===== config.mk =====
export PLATFORM = sky130hd
export DESIGN_NAME = mod_step
export DESIGN_NICKNAME = d
export VERILOG_FILES = /design/src/rtl/serial_mod_pkg.sv /design/src/rtl/mod_step.sv
export SDC_FILE = /design/constraint.sdc
export NUM_CORES = 1
export LEC_CHECK = 0
export CAP_MARGIN = 20
export CORE_AREA = 5 5 42 44
export DETAILED_ROUTE_END_ITERATION = 7
export DIE_AREA = 0 0 47 49
export PLACE_DENSITY = 0.89
export RECOVER_POWER = 50
export SLEW_MARGIN = 25
export SYNTH_ARGS = -nofsm -noshare
export SYNTH_HDL_FRONTEND = slang
export SYNTH_SLANG_ARGS = --single-unit

===== constraint.sdc =====
create_clock -name vclk -period 6.8
set_input_delay 1.36 -clock vclk [all_inputs]
set_output_delay 1.36 -clock vclk [all_outputs]
set_load 0.005 [all_outputs]

===== src/rtl/serial_mod_pkg.sv =====
// Shared types and parameter defaults for the serial modulo checker.
package serial_mod_pkg;

  typedef enum logic [1:0] {
    StIdle = 2'd0,
    StRun  = 2'd1,
    StErr  = 2'd2
  } state_e;

  localparam int unsigned DefaultDw = 8;
  localparam int unsigned DefaultCw = 16;

endpackage


===== src/rtl/mod_step.sv =====
// One MSB-first step of a running remainder: rem_next = (2*rem + in_bit) mod d.
// Relies on rem < d, so a single conditional subtract is enough.
module mod_step
  import serial_mod_pkg::*;
#(
  parameter int unsigned DW = DefaultDw
) (
  input  logic [DW-1:0] rem,
  input  logic          in_bit,
  input  logic [DW-1:0] d,
  output logic [DW-1:0] rem_next
);

  logic [DW:0] w_t;
  logic        w_ge;

  // Shift in the new bit at DW+1 bits, then reduce once against d.
  always_comb begin
    w_t  = {rem, in_bit};
    w_ge = (w_t >= {1'b0, d});
    // When w_t >= d the true difference is < d, so DW-bit wraparound is exact.
    rem_next = w_ge ? (w_t[DW-1:0] - d) : w_t[DW-1:0];
  end

endmodule


==> impl_metrics.json <==
{
  "critPathMaxFanout": 8,
  "ios": 25,
  "crit_top_cell": "clkdlybuf4s50_1",
  "clock.fmax_mhz": 182,
  "grt_overflow": 0,
  "p_leak_nw": 0.352,
  "hold_path_class": "primary input to primary output",
  "path_class": "primary input to primary output",
  "ys_seq_area_frac": 0,
  "maxCapViolCount": 0,
  "finalInstanceArea_sq_um": 768,
  "first_global_vias": 575,
  "postCtsHoldBufs": 0,
  "cellPowerDensity_nw_per_um2": 101,
  "cts_resized": 0,
  "post-place-ws_ps": 1360,
  "nNetsFinal": 117,
  "drc": 0,
  "io_buffers": 25,
  "nFillCells": 135,
  "drt-vias-per-instance": 5.14,
  "start_util": 0.376,
  "dr.pass1.iters": 4,
  "final_layout_size_suffix_gt1_frac": 0.0674,
  "drtAntennaViolNets": 0,
  "grt_usage": 0.118,
  "num_vias": 540,
  "place_area_sq_um": 786,
  "drt_wl_total_microns": 1260,
  "grt_setup_unrepaired": "no",
  "setup-tns-final_ps": 0,
  "grtUsageMet2": 0.215,
  "critPathMaxStageDelay_ps": 490,
  "place_congestion": 0.820,
  "use_met1": 0.153,
  "grt_use_met3": 0.00369,
  "hold_violations": 0,
  "post_cts_buffers": 0,
  "seq_area_sq_um": 0,
  "slowest_stage": "o21a_1",
  "drt_iter0_drc": 4,
  "num_rows": 14,
  "syn_avg_cell_area_sq_um": 8.10,
  "fin_cells": 105,
  "grt_pass1_wl_microns": 2240,
  "layout_min_cycle_time_ps": 5490,
  "final_util": 0.548,
  "hpwl_microns": 1120,
  "arrival_ps": 4130,
  "drv_slew": 0,
  "synth_cells": 65,
  "setup_viol": 0,
  "status": "finished clean",
  "timing.final.crit_share": 0.808,
  "die_h_microns": 49,
  "holdWs_ps": 3710,
  "crit_path_end_kind": "primary output",
  "top_usage_layer": "met2",
  "wire_per_inst_microns": 12.0,
  "multi_input_area_sq_um": 457,
  "fp.dieArea_sq_um": 2300,
  "core-area_sq_um": 1400,
  "seq_cell_count": 0,
  "ir_drop_v": 0.0000496,
  "worst_pin_slew_ps": 473,
  "die_x_microns": 47,
  "crit_path_start_kind": "primary input",
  "path_cells": "clkdlybuf4s50_1 -> inv_1 -> ha_1 -> a21o_1 -> a2111oi_0 -> o21a_1 -> mux2_1 -> clkdlybuf4s50_1",
  "place_inst": 105,
  "finalPower_uw": 77.9,
  "slew_headroom": 0.685,
  "worstPathRequired_ps": 5440,
  "antenna_found_initial": 0,
  "syn-cell-area_sq_um": 527,
  "syn_nets": 91,
  "diodes": 0,
  "nClkBuffers": 0,
  "syn_to_final_growth_pct": 45.8,
  "synth_warnings": 0,
  "grt_start_max_net_pins": 9,
  "synth_cell_types": 26,
  "setup_ws_ps": 1310
}
[Yosys cell counts (2+ instances only)]
cell      instances  area, sq um
xnor2_1           3         26.3
nand3_1           2         10.0
o21a_1            2         15.0
nor3b_1           2         15.0
ha_1              8          100
o21ai_0           2         10.0
inv_1            11         41.3
nor3_1            3         15.0
a21oi_1           2         10.0
mux2i_1           2         20.0
a21o_1            2         15.0
nand2_1           2         7.51
nor2_1            4         15.0
nand2b_1          3         18.8
mux2_4            6         90.1
[cells in the final DEF (no fill, tap or decap), types with 3 or more instances in the layout]
cell type        count
ha_1                 8
nor2_1               4
inv_1               11
nand2b_1             3
clkdlybuf4s50_1     25
nor3_1               3
mux2_4               3
mux2_1               3
xnor2_1              3
[worst max-delay path, delay by kind of cell]
kind | cells | cell delay (ps)
AO/OA/AOI/OAI | 3 | 1140
adder cells (fa/ha/maj) | 1 | 320
buffers and inverters | 3 | 940
multiplexers | 1 | 380
[path summary, 6_finish.rpt]
kind / end / cells after the start / start
worst min-delay path: rem_next[0] / 4 / in_bit
worst max-delay path: rem_next[4] / 8 / d[6]
[power breakdown]
part,total (mW),internal (mW),switching [mW]
registers,0,0,0
logic,0.0779,0.0479,0.0300
clock network,0,0,0
total,0.0779,0.0479,0.0300
[routing by layer]
| layer | up-vias | part of all wire |
|---|---|---|
| met4 | 0 | 0 |
| li1 | 282 | - |
| met1 | 248 | 0.40 |
| met5 | - | 0 |
| met2 | 10 | 0.56 |
| met3 | 0 | 0.040 |
[cell type report]
cell class,instances,area share
repair buffers,25,0.326
well taps,16,0.0261
inverters,11,0.0537
multi-input cells,53,0.594
[kinds of logic (layout without fill, tap and decap cells)]
family                   after synthesis  after routing  synth area share
AO/OA/AOI/OAI                         15             15             0.235
XOR/XNOR                               3              3            0.0499
adder cells (fa/ha/maj)                9              9             0.228
buffers and inverters                 12             36            0.0998
multiplexers                           8              8             0.209
AND/OR/NAND/NOR                       18             18             0.178
Note: power is estimated with default switching activity, not from simulation.
